$ cat src/rtl/buffer_read_scheduler_pkg.sv
`default_nettype none
// +----------------------------------------------------------------------+
// | buffer_read_scheduler_pkg                                            |
// | Shared FSM encoding and id-width helper for the buffer schedulers.  |
// | Rev 1.0                                                              |
// +----------------------------------------------------------------------+
package buffer_read_scheduler_pkg;

  typedef enum logic [0:0] {
    S_IDLE  = 1'b0,
    S_BURST = 1'b1
  } state_e;

  // Requester-id width; a lone requester still gets a 1-bit id field.
  function automatic int id_width(input int n);
    return (n > 1) ? $clog2(n) : 1;
  endfunction

endpackage
`default_nettype wire

$ cat src/rtl/buffer_read_scheduler_if.sv
`default_nettype none
// +----------------------------------------------------------------------+
// | buffer_read_scheduler_if                                             |
// | Requester, RAM read-port and response bundle of the read scheduler. |
// | Rev 1.0                                                              |
// +----------------------------------------------------------------------+
interface buffer_read_scheduler_if #(
  parameter int NUM_REQ = 4,
  parameter int ADDR_W  = 8,
  parameter int DATA_W  = 8,
  parameter int LEN_W   = 8
);
  logic [NUM_REQ-1:0]        req_valid;
  logic [NUM_REQ-1:0]        req_ready;
  logic [NUM_REQ*ADDR_W-1:0] req_addr;
  logic [NUM_REQ*LEN_W-1:0]  req_len;
  logic [ADDR_W-1:0]         ram_raddr;
  logic [DATA_W-1:0]         ram_rdata;
  logic [NUM_REQ-1:0]        rsp_valid;
  logic [DATA_W-1:0]         rsp_data;
  logic                      rsp_last;
  logic                      busy;

  modport master (
    output req_valid, req_addr, req_len, ram_rdata,
    input  req_ready, ram_raddr, rsp_valid, rsp_data, rsp_last, busy
  );

  modport slave (
    input  req_valid, req_addr, req_len, ram_rdata,
    output req_ready, ram_raddr, rsp_valid, rsp_data, rsp_last, busy
  );
endinterface
`default_nettype wire

$ cat src/rtl/buffer_read_scheduler_rr_arbiter.sv
`default_nettype none
// +----------------------------------------------------------------------+
// | rr_arbiter                                                           |
// | Combinational round-robin pick: first request at or above pointer.  |
// | Rev 1.0                                                              |
// +----------------------------------------------------------------------+
module rr_arbiter #(
  parameter int N  = 4,
  parameter int IW = 2
) (
  input  logic [N-1:0]  req_i,
  input  logic [IW-1:0] ptr_i,
  output logic          gnt_valid_o,
  output logic [IW-1:0] gnt_id_o
);

  int idx;

  // Scan from the far end down so the candidate nearest the pointer wins.
  always_comb begin
    gnt_valid_o = 1'b0;
    gnt_id_o    = '0;
    idx         = 0;
    for (int i = N - 1; i >= 0; i--) begin
      idx = int'(ptr_i) + i;
      if (idx >= N) idx = idx - N;
      if (req_i[IW'(idx)]) begin
        gnt_valid_o = 1'b1;
        gnt_id_o    = IW'(idx);
      end
    end
  end

endmodule
`default_nettype wire

$ cat src/rtl/buffer_read_scheduler.sv
`default_nettype none
// +----------------------------------------------------------------------+
// | buffer_read_scheduler                                                |
// | Round-robin burst scheduler for the buffer RAM read port.           |
// | Rev 1.0                                                              |
// +----------------------------------------------------------------------+
module buffer_read_scheduler
  import buffer_read_scheduler_pkg::*;
#(
  parameter int NUM_REQ    = 4,
  parameter int ADDR_W     = 8,
  parameter int DATA_W     = 8,
  parameter int LEN_W      = 8,
  parameter int RD_LATENCY = 1
) (
  input logic                    clk,
  input logic                    rst_n,
  buffer_read_scheduler_if.slave bus
);

  localparam int ID_W = id_width(NUM_REQ);

  state_e              state_q, state_d;
  logic [ID_W-1:0]     ptr_q, ptr_d, gid_q, gid_d;
  logic [ADDR_W-1:0]   base_q, base_d, raddr_q, raddr_d;
  logic [LEN_W-1:0]    len_q, len_d, cnt_q, cnt_d;
  logic [NUM_REQ-1:0]  ready_q, ready_d;
  logic                push_vld, push_last;
  logic                gnt_valid;
  logic [ID_W-1:0]     gnt_id;
  logic [ADDR_W-1:0]   addr_arr [NUM_REQ];
  logic [LEN_W-1:0]    len_arr  [NUM_REQ];
  logic [RD_LATENCY:0] pipe_vld;
  logic [NUM_REQ-1:0]  rsp_valid_q;
  logic                rsp_last_q;
  logic [DATA_W-1:0]   rsp_data_q;

  for (genvar r = 0; r < NUM_REQ; r++) begin : g_unpack
    assign addr_arr[r] = bus.req_addr[r*ADDR_W +: ADDR_W];
    assign len_arr[r]  = bus.req_len[r*LEN_W +: LEN_W];
  end

  rr_arbiter #(.N(NUM_REQ), .IW(ID_W)) u_arb (
    .req_i       (bus.req_valid),
    .ptr_i       (ptr_q),
    .gnt_valid_o (gnt_valid),
    .gnt_id_o    (gnt_id)
  );

  always_comb begin
    state_d   = state_q;
    ptr_d     = ptr_q;
    gid_d     = gid_q;
    base_d    = base_q;
    len_d     = len_q;
    cnt_d     = cnt_q;
    raddr_d   = raddr_q;
    ready_d   = '0;
    push_vld  = 1'b0;
    push_last = 1'b0;
    case (state_q)
      S_IDLE: begin
        if (gnt_valid) begin
          ready_d = NUM_REQ'(1) << gnt_id;
          base_d  = addr_arr[gnt_id];
          len_d   = len_arr[gnt_id];
          gid_d   = gnt_id;
          cnt_d   = '0;
          ptr_d   = (gnt_id == ID_W'(NUM_REQ - 1)) ? '0 : gnt_id + 1'b1;
          state_d = S_BURST;
        end
      end
      S_BURST: begin
        raddr_d   = base_q + ADDR_W'(cnt_q);
        push_vld  = 1'b1;
        push_last = (cnt_q == len_q);
        cnt_d     = cnt_q + 1'b1;
        if (cnt_q == len_q) state_d = S_IDLE;
      end
      default: state_d = S_IDLE;
    endcase
  end

  always_ff @(posedge clk or negedge rst_n) begin
    if (!rst_n) begin
      state_q <= S_IDLE;
      ptr_q   <= '0;
      gid_q   <= '0;
      base_q  <= '0;
      len_q   <= '0;
      cnt_q   <= '0;
      raddr_q <= '0;
      ready_q <= '0;
    end else begin
      state_q <= state_d;
      ptr_q   <= ptr_d;
      gid_q   <= gid_d;
      base_q  <= base_d;
      len_q   <= len_d;
      cnt_q   <= cnt_d;
      raddr_q <= raddr_d;
      ready_q <= ready_d;
    end
  end

  // One stage for the address register plus one per RAM latency cycle.
  for (genvar s = 0; s <= RD_LATENCY; s++) begin : g_stage
    logic            vld_q, last_q, vld_in, last_in;
    logic [ID_W-1:0] id_q, id_in;
    if (s == 0) begin : g_head
      assign vld_in  = push_vld;
      assign last_in = push_last;
      assign id_in   = gid_q;
    end else begin : g_link
      assign vld_in  = g_stage[s-1].vld_q;
      assign last_in = g_stage[s-1].last_q;
      assign id_in   = g_stage[s-1].id_q;
    end
    always_ff @(posedge clk or negedge rst_n) begin
      if (!rst_n) begin
        vld_q  <= 1'b0;
        last_q <= 1'b0;
        id_q   <= '0;
      end else begin
        vld_q  <= vld_in;
        last_q <= last_in;
        id_q   <= id_in;
      end
    end
    assign pipe_vld[s] = vld_q;
  end

  always_ff @(posedge clk or negedge rst_n) begin
    if (!rst_n) begin
      rsp_valid_q <= '0;
      rsp_last_q  <= 1'b0;
      rsp_data_q  <= '0;
    end else begin
      rsp_valid_q <= g_stage[RD_LATENCY].vld_q ? (NUM_REQ'(1) << g_stage[RD_LATENCY].id_q) : '0;
      rsp_last_q  <= g_stage[RD_LATENCY].vld_q & g_stage[RD_LATENCY].last_q;
      rsp_data_q  <= bus.ram_rdata;
    end
  end

  assign bus.req_ready = ready_q;
  assign bus.ram_raddr = raddr_q;
  assign bus.rsp_valid = rsp_valid_q;
  assign bus.rsp_last  = rsp_last_q;
  assign bus.rsp_data  = rsp_data_q;
  // The response register counts as in flight so busy covers the last word.
  assign bus.busy      = (state_q == S_BURST) | (|pipe_vld) | (|rsp_valid_q);

endmodule
`default_nettype wire

$ cat src/flat_wrapper.sv
// flat-port wrapper written by rule: the top's interface ports become plain ports
module buffer_read_scheduler_flat import buffer_read_scheduler_pkg::*;
#(
  parameter int NUM_REQ    = 4,
  parameter int ADDR_W     = 8,
  parameter int DATA_W     = 8,
  parameter int LEN_W      = 8,
  parameter int RD_LATENCY = 1
)
  (clk, rst_n, bus_req_valid, bus_req_addr, bus_req_len, bus_ram_rdata, bus_req_ready, bus_ram_raddr, bus_rsp_valid, bus_rsp_data, bus_rsp_last, bus_busy);
  buffer_read_scheduler_if #(.NUM_REQ(NUM_REQ), .ADDR_W(ADDR_W), .DATA_W(DATA_W), .LEN_W(LEN_W)) bus_i ();
  input logic clk;
  input logic rst_n;
  input wire logic [$bits(bus_i.req_valid)-1:0] bus_req_valid;
  input wire logic [$bits(bus_i.req_addr)-1:0] bus_req_addr;
  input wire logic [$bits(bus_i.req_len)-1:0] bus_req_len;
  input wire logic [$bits(bus_i.ram_rdata)-1:0] bus_ram_rdata;
  output wire logic [$bits(bus_i.req_ready)-1:0] bus_req_ready;
  output wire logic [$bits(bus_i.ram_raddr)-1:0] bus_ram_raddr;
  output wire logic [$bits(bus_i.rsp_valid)-1:0] bus_rsp_valid;
  output wire logic [$bits(bus_i.rsp_data)-1:0] bus_rsp_data;
  output wire logic [$bits(bus_i.rsp_last)-1:0] bus_rsp_last;
  output wire logic [$bits(bus_i.busy)-1:0] bus_busy;
  assign bus_i.req_valid = bus_req_valid;
  assign bus_i.req_addr = bus_req_addr;
  assign bus_i.req_len = bus_req_len;
  assign bus_i.ram_rdata = bus_ram_rdata;
  assign bus_req_ready = bus_i.req_ready;
  assign bus_ram_raddr = bus_i.ram_raddr;
  assign bus_rsp_valid = bus_i.rsp_valid;
  assign bus_rsp_data = bus_i.rsp_data;
  assign bus_rsp_last = bus_i.rsp_last;
  assign bus_busy = bus_i.busy;
  buffer_read_scheduler #(.NUM_REQ(NUM_REQ), .ADDR_W(ADDR_W), .DATA_W(DATA_W), .LEN_W(LEN_W), .RD_LATENCY(RD_LATENCY)) u_core (.clk(clk), .rst_n(rst_n), .bus(bus_i));
endmodule
$ cat config.mk
export PLATFORM = sky130hd
export DESIGN_NAME = buffer_read_scheduler_flat
export DESIGN_NICKNAME = d
export VERILOG_FILES = /design/src/rtl/buffer_read_scheduler_pkg.sv /design/src/rtl/buffer_read_scheduler_if.sv /design/src/rtl/buffer_read_scheduler_rr_arbiter.sv /design/src/rtl/buffer_read_scheduler.sv /design/src/flat_wrapper.sv
export SDC_FILE = /design/constraint.sdc
export NUM_CORES = 1
export LEC_CHECK = 0
export ABC_AREA = 1
export CAP_MARGIN = 5
export CORE_ASPECT_RATIO = 1.5
export CORE_UTILIZATION = 35
export DETAILED_ROUTE_END_ITERATION = 6
export PLACE_DENSITY = 0.64
export SLEW_MARGIN = 20
export SYNTH_ARGS = -nofsm -noshare
export SYNTH_HDL_FRONTEND = slang
export SYNTH_HIERARCHICAL = 1
export SYNTH_SLANG_ARGS = --single-unit
$ cat constraint.sdc
create_clock -name clk -period 1.7 [get_ports clk]
set_input_delay 0.255 -clock clk [delete_from_list [all_inputs] [get_ports clk]]
set_output_delay 0.255 -clock clk [all_outputs]
set_load 0.05 [all_outputs]
Yosys cells after proc, flatten, opt, wreduce, memory -nomap -nowiden
Cells that the tools add are included.
{"block": "word_totals", "output_inout_bits": 26, "register_bits": 62, "elab_cells": 90}
{"block": "classes", "n_shift": 2, "mux": 41, "n_reduce_logical": 3, "eq_ne": 3, "n_addsub": 10, "order_cmp": 9, "n_bitwise": 5}
{"operator": "$mux W8", "count": 5}
{"operator": "$bmux W8 S2", "count": 2}
{"operator": "$mux W2", "count": 9}
{"operator": "$lt A2 B4 Y1 const B", "count": 4}
{"operator": "$mux W1", "count": 16}
{"operator": "$pmux W8 S2", "count": 1}
{"operator": "$ge A3 B3 Y1 const B", "count": 4}
{"operator": "$mux W4", "count": 3}
{"operator": "$add A8 B1 Y8 const B", "count": 1}
{"operator": "$add A8 B8 Y8", "count": 1}
{"operator": "$bmux W1 S2", "count": 4}
{"operator": "$eq A8 B8 Y1", "count": 1}
{"operator": "$shl A1 B2 Y4 const A", "count": 2}
{"operator": "$sub A2 B1 Y2 const B", "count": 4}
{"operator": "$add A2 B2 Y3 const B", "count": 2}
{"operator": "$reduce_or A4 Y1", "count": 1}
{"operator": "$add A2 B1 Y3 const B", "count": 1}
{"operator": "$ge A2 B3 Y1 const B", "count": 1}
{"operator": "$not A2 Y3", "count": 1}
{"operator": "$add A2 B1 Y2 const B", "count": 1}
{"operator": "$eq A2 B2 Y1 const B", "count": 1}
{"operator": "$ne A2 B1 Y1 const B", "count": 1}
{"operator": "$or A1 B1 Y1", "count": 2}
{"operator": "$pmux W1 S2", "count": 1}
{"operator": "4 further kinds", "count": 4}

Depth between registers and ports, before layout
{"block": "depth", "depth_word": 14, "ltp_mapped": 15, "ltp_nobuf": 14}

Cells and area by module
The synthesis kept the hierarchy.
{"mod": "buffer_read_scheduler", "cells_each": 378, "seq_area_each_um2": 1551.5, "area_per_inst_um2": 3160.5, "n_inst": 1}
{"mod": "rr_arbiter", "cells_each": 46, "seq_area_each_um2": 0.0, "area_per_inst_um2": 212.7, "n_inst": 1}

Least setup slack after synthesis
Ideal clock, no wire load.
{"block": "synth_timing", "path_kind": "register to register", "startpoint": "reg u_core.ptr_q[0]", "endpoint": "reg u_core.ptr_q[1]", "path_stages_with_launch": 15, "t_required_ns": 1.583, "arrival_time_ns": 1.788, "path_slack_ns": -0.205, "synth_period_minus_slack_ns": 1.905, "path_cell_list": "dfrtp_1 > buf_6 > nand2_2 > and2_4 > nand2_2 > nand2_2 > clkinv_2 > nand2_1 > nand2_1 > nand2_1 > inv_2 > buf_2 > ha_1 > nand2_1 > nand2_1"}
{"block": "synth_via", "elab_chain_cells": 12, "elab_cells_between_ends": 39}
{"element": "from (decl)", "line_no": "buffer_read_scheduler.sv:24", "text": "logic [ID_W-1:0] ptr_q, ptr_d, gid_q, gid_d;"}
{"element": "from (signal assigned)", "line_no": "buffer_read_scheduler.sv:96", "text": "ptr_q <= ptr_d;"}
{"element": "$add A2 B2 Y3", "line_no": "buffer_read_scheduler_rr_arbiter.sv:25", "text": "idx = int'(ptr_i) + i;"}
{"element": "$ge A3 B3 Y1 / $sub A2 B1 Y2 (equally long branches)", "line_no": "buffer_read_scheduler_rr_arbiter.sv:26", "text": "if (idx >= N) idx = idx - N;"}
{"element": "$mux W2", "line_no": "buffer_read_scheduler_rr_arbiter.sv:26"}
{"element": "$bmux W1 S2", "line_no": "buffer_read_scheduler_rr_arbiter.sv:27", "text": "if (req_i[IW'(idx)]) begin"}
{"element": "$mux W1 (implied by the code) (2 in series)", "line_no": "buffer_read_scheduler_rr_arbiter.sv:27"}
{"element": "$mux W2 (3 in series)", "line_no": "buffer_read_scheduler_rr_arbiter.sv:27"}
{"element": "$mux W2 *", "line_no": "buffer_read_scheduler_rr_arbiter.sv:27"}
{"element": "net u_core.gnt_id[0]", "line_no": "buffer_read_scheduler.sv:30", "text": "logic [ID_W-1:0] gnt_id;"}
{"element": "$add A2 B1 Y2 / $eq A2 B2 Y1 (equally long branches)", "line_no": "buffer_read_scheduler.sv:69", "text": "ptr_d = (gnt_id == ID_W'(NUM_REQ - 1)) ? '0 : gnt_id + 1'b1;"}
{"element": "$mux W2 *", "line_no": "buffer_read_scheduler.sv:69"}
The timed path passes the listed nets; every way through them passes the cells marked *. The select of a mux whose other input is x is not followed.
A chain may end at the register's enable or synchronous reset.

Worst setup path in the final report
{"block": "layout_timing", "startpoint": "reg u_core.ptr_q[0]", "endpoint": "reg u_core.len_q[0]"}
{"block": "layout_via", "elab_chain_cells": 14, "elab_cells_between_ends": 40}
{"element": "$add A2 B2 Y3", "line_no": "buffer_read_scheduler_rr_arbiter.sv:25"}
{"element": "$ge A3 B3 Y1 / $sub A2 B1 Y2 (equally long branches)", "line_no": "buffer_read_scheduler_rr_arbiter.sv:26"}
{"element": "$mux W2", "line_no": "buffer_read_scheduler_rr_arbiter.sv:26"}
{"element": "$bmux W1 S2", "line_no": "buffer_read_scheduler_rr_arbiter.sv:27"}
{"element": "$mux W1 (implied by the code) (2 in series)", "line_no": "buffer_read_scheduler_rr_arbiter.sv:27"}
{"element": "$mux W2 (3 in series)", "line_no": "buffer_read_scheduler_rr_arbiter.sv:27"}
{"element": "$mux W2 *", "line_no": "buffer_read_scheduler_rr_arbiter.sv:27"}
{"element": "net u_core.gnt_id[0]", "line_no": "buffer_read_scheduler.sv:30"}
{"element": "$not A2 Y3 (implied by the code) *", "line_no": "buffer_read_scheduler.sv:66", "text": "len_d = len_arr[gnt_id];"}
{"element": "$bmux W8 S2 *", "line_no": "buffer_read_scheduler.sv:66"}
{"element": "$mux W8 (implied by the code) * (2 in series)", "line_no": "buffer_read_scheduler.sv:66"}
{"element": "to (signal assigned)", "line_no": "buffer_read_scheduler.sv:99", "text": "len_q <= len_d;"}
{"element": "to (decl)", "line_no": "buffer_read_scheduler.sv:26", "text": "logic [LEN_W-1:0] len_q, len_d, cnt_q, cnt_d;"}
Marked as above.

==> impl_metrics.tcl <==
set metrics [dict create \
    period_needed_ns 1.96 \
    syn_avg_cell_area_um2 7.96 \
    critical_path_arrival_ns 2.17 \
    die_area_mm2 0.0100 \
    ys_seq_area_share_pct 46.0 \
    drtIter0Drc 103 \
    grt_first_pass_wirelength_mm 13.5 \
    grt_max_degree 63 \
    multi_input_area_mm2 0.00169 \
    routedWlPerCell_um 12.4 \
    layout_setup_ws_ns -0.261 \
    status "finished with violations" \
    io_buffers 103 \
    pwr_density_cell_mw_per_mm2 2080 \
    start_util_pct 36.2 \
    grt_usage_pct 17.9 \
    hold_path_depth 0 \
    slew_violations 0 \
    seq_area_mm2 0.00155 \
    final_common_cell "nand2_1" \
    coreArea_mm2 0.00931 \
    synth-compound-area-share_pct 13.8 \
    clockBufferDepth 2 \
    violations "setup timing" \
    insertion_delay_ns 0.33 \
    r2r-end "u_core/len_q[0]" \
    min-delay-start "u_core/g_stage[0].last_q" \
    clock-root-buffer "clkbuf_16" \
    die_y_um 122 \
    cap_violations 0 \
    numCtsBuffers 9 \
    setup.worst_path.class "reg -> reg" \
    first_global_vias 3062 \
    end_kind "flop" \
    place_ws_ns -0.481 \
    finClkSkew_ns 0.00588 \
    fillers 895 \
    worst_pin_slew_ns 0.498 \
    dpl.hpwl_mm 6.28 \
    synth.net_count 515 \
    globalplace.congestion 0.944 \
    final_cell_mix "88 x nand2_1, 76 x clkdlybuf4s50_1, 68 x nor2_1, 61 x dfrtp_1, 43 x buf_4" \
    final_area_mm2 0.00519 \
    p_leak_nw 2.46 \
    die_w_um 82.2 \
    synth_ff_type "dfrtp_1" \
    synthTopCellsByArea "dfrtp_1 46%, nand2_1 10%, nor2_1 7.7%, o21ai_0 6.5%, ha_1 4.5%" \
    synth_top_family_by_area "simple AND/OR/NAND/NOR gates" \
    r2r_slack_ns -0.26 \
    antenna_found_initial 0 \
    peakVddDrop_mv 1.08 \
    yosysTopAreaCell "dfrtp_1" \
    synth_fa_ha_area_share_pct 5.04 \
    hold-path-endpoint "u_core/g_stage[1].last_q" \
    ff2ff_path_depth 12 \
    dr.pass1.iters 4 \
    hold_path_class "reg -> reg" \
    period_share_pct 115 \
    path_clk_slew_ns 0.05 \
    critPathLaunchType "flop" \
    ys_types 34 \
    grt_overflow 0 \
    yosysWarningCount 6 \
    cts_tree "built" \
    r2r_start "u_core/ptr_q[0]" \
    ctsHtreeMaxLevel 3 \
    synth_simple_gate_area_share_pct 26.9 \
    synth_area_mm2 0.00337 \
    finish.utilization_pct 55.7 \
    synth_xor_xnor_area_share_pct 0.519 \
    synth.area.mux_share_pct 0 \
    async_flop_share_pct 100 \
    ys_ff_latch 62 \
    cp_max_fo 12 \
    finalHoldViolations 0 \
    vias 3204 \
    io_pins 104 \
    fmax_ghz 0.510 \
    clock_sinks 62 \
    avgViaCountPerCell 4.75 \
    final_layout_size_suffix_gt1_share_pct 20.5 \
    rows 43 \
    area_growth_pct 53.8 \
    rsz0062_at_grt "true" \
    place_area_mm2 0.00467 \
    synth_top_area_share_pct 46.0 \
    n_antenna_cell 0 \
    synthCells 424 \
    synth-edff-count 0 \
    wl_mm 8.34 \
    nets 648 \
    postRouteAntennaNets 0 \
    drc 0 \
    required_ns 1.91 \
    setup_viol 23 \
    timing.slew.headroom_pct 66.8 \
]
layout make-up:
type                            count  share of cell area [%]
Multi-Input combinational cell    307                    32.6
Clock buffer                       12                    4.94
Sequential cell                    62                    29.9
Clock inverter                      4                   0.868
Timing Repair Buffer              136                    25.8
Inverter                           41                    3.13
Tap cell                          112                    2.70
flip-flops by register name (all words and copies together) (netlist names), 2 cells and up:
register,cells
u_core/bus.req_ready,4
u_core/len_q,8
u_core/g_stage.id_q,4
u_core/base_q,8
u_core/g_stage.last_q,2
u_core/bus.ram_raddr,8
u_core/ptr_q,2
u_core/bus.rsp_data,8
u_core/g_stage.vld_q,2
u_core/bus.rsp_valid,4
u_core/g_stage.id_in,2
u_core/cnt_q,8
Yosys cell counts (2+ instances only):
cell type   n
nor3_1      6
o21a_1      8
o31ai_1     8
ha_1       12
nand2_2     5
nand2_1    94
inv_2       4
or2_1       3
nand3b_1    3
inv_1      35
buf_2       5
nand3_1    19
clkbuf_1    2
nand4_1     3
buf_4       2
buf_6       5
a21oi_1     6
or2_2       7
o21ai_0    44
o21ai_1     2
nor2_1     69
o22ai_1     4
dfrtp_1    62
a31oi_1     5
xnor2_1     2
through the flow:
stage / setup TNS, ns / hold slack (ns) / cells / total power, mW
2_1_floorplan: -0.401 / -0.0406 / 424 / 6.62
3_3_place_gp: -9.19 / 0.287 / 649 / 8.20
3_5_place_dp: -10.38 / 0.293 / 649 / 8.33
4_1_cts: -3.89 / 0.353 / 668 / 10.6
5_1_grt: -7.46 / 0.356 / 674 / 11.7
6_report: -4.31 / 0.351 / 674 / 10.8
critical path: stages, from the launching register on:
cell and delay [ns]:
dfrtp_2 0.43, buf_12 0.15, o21ai_2 0.14, nand2_1 0.11, nand3_2 0.10, nand2_1 0.06
nand2_2 0.07, nand2_4 0.09, buf_12 0.15, or2_2 0.30, o21ai_2 0.06, o21a_1 0.12
o31ai_1 0.06
per-layer routing:
metal / share of wire, % / vias up / global-route usage [%]
met1: 41 / 1455 / 20.2
met5: 0 / - / 0
met4: 2.8 / 0 / 9.65
met2: 52 / 84 / 31.4
met3: 4.2 / 17 / 3.05
li1: - / 1648 / -
worst max path at each step:
stage                      from  depth (start not counted)  slack, ns                to
3_5_place_dp   bus_req_valid[3]                         13      -0.48   u_core/len_q[3]
4_1_cts         u_core/ptr_q[0]                         13      -0.23   u_core/len_q[5]
3_3_place_gp   bus_req_valid[3]                         13      -0.42   u_core/len_q[0]
6_report        u_core/ptr_q[0]                         12      -0.26   u_core/len_q[0]
5_1_grt         u_core/ptr_q[0]                         14      -0.40   u_core/len_q[6]
2_1_floorplan   u_core/ptr_q[0]                         14      -0.06  u_core/base_q[4]
kinds of logic (layout without fill, tap and decap cells):
kind of cell,Yosys count,in the layout
buf+inv,55,193
flops,62,62
simple gates,212,212
xor+xnor,2,2
compound gates,80,80
fa+ha+maj,13,13
timing repair:
item                       CTS  global route
pin swaps                    4             7
hold endpoints to repair    62             0
setup buffers                1             6
hold buffers                 1             0
cloned                       1             0
setup endpoints to repair   34            32
resized for setup           18            25
where the power goes:
group          switching [mW]  internal (mW)  leakage [nW]  total, mW
Combinational            3.64           2.90          1.57       6.54
Clock                   0.608           1.20         0.152       1.81
Sequential              0.418           2.04         0.732       2.46
Note: power is estimated with default switching activity, not from simulation.
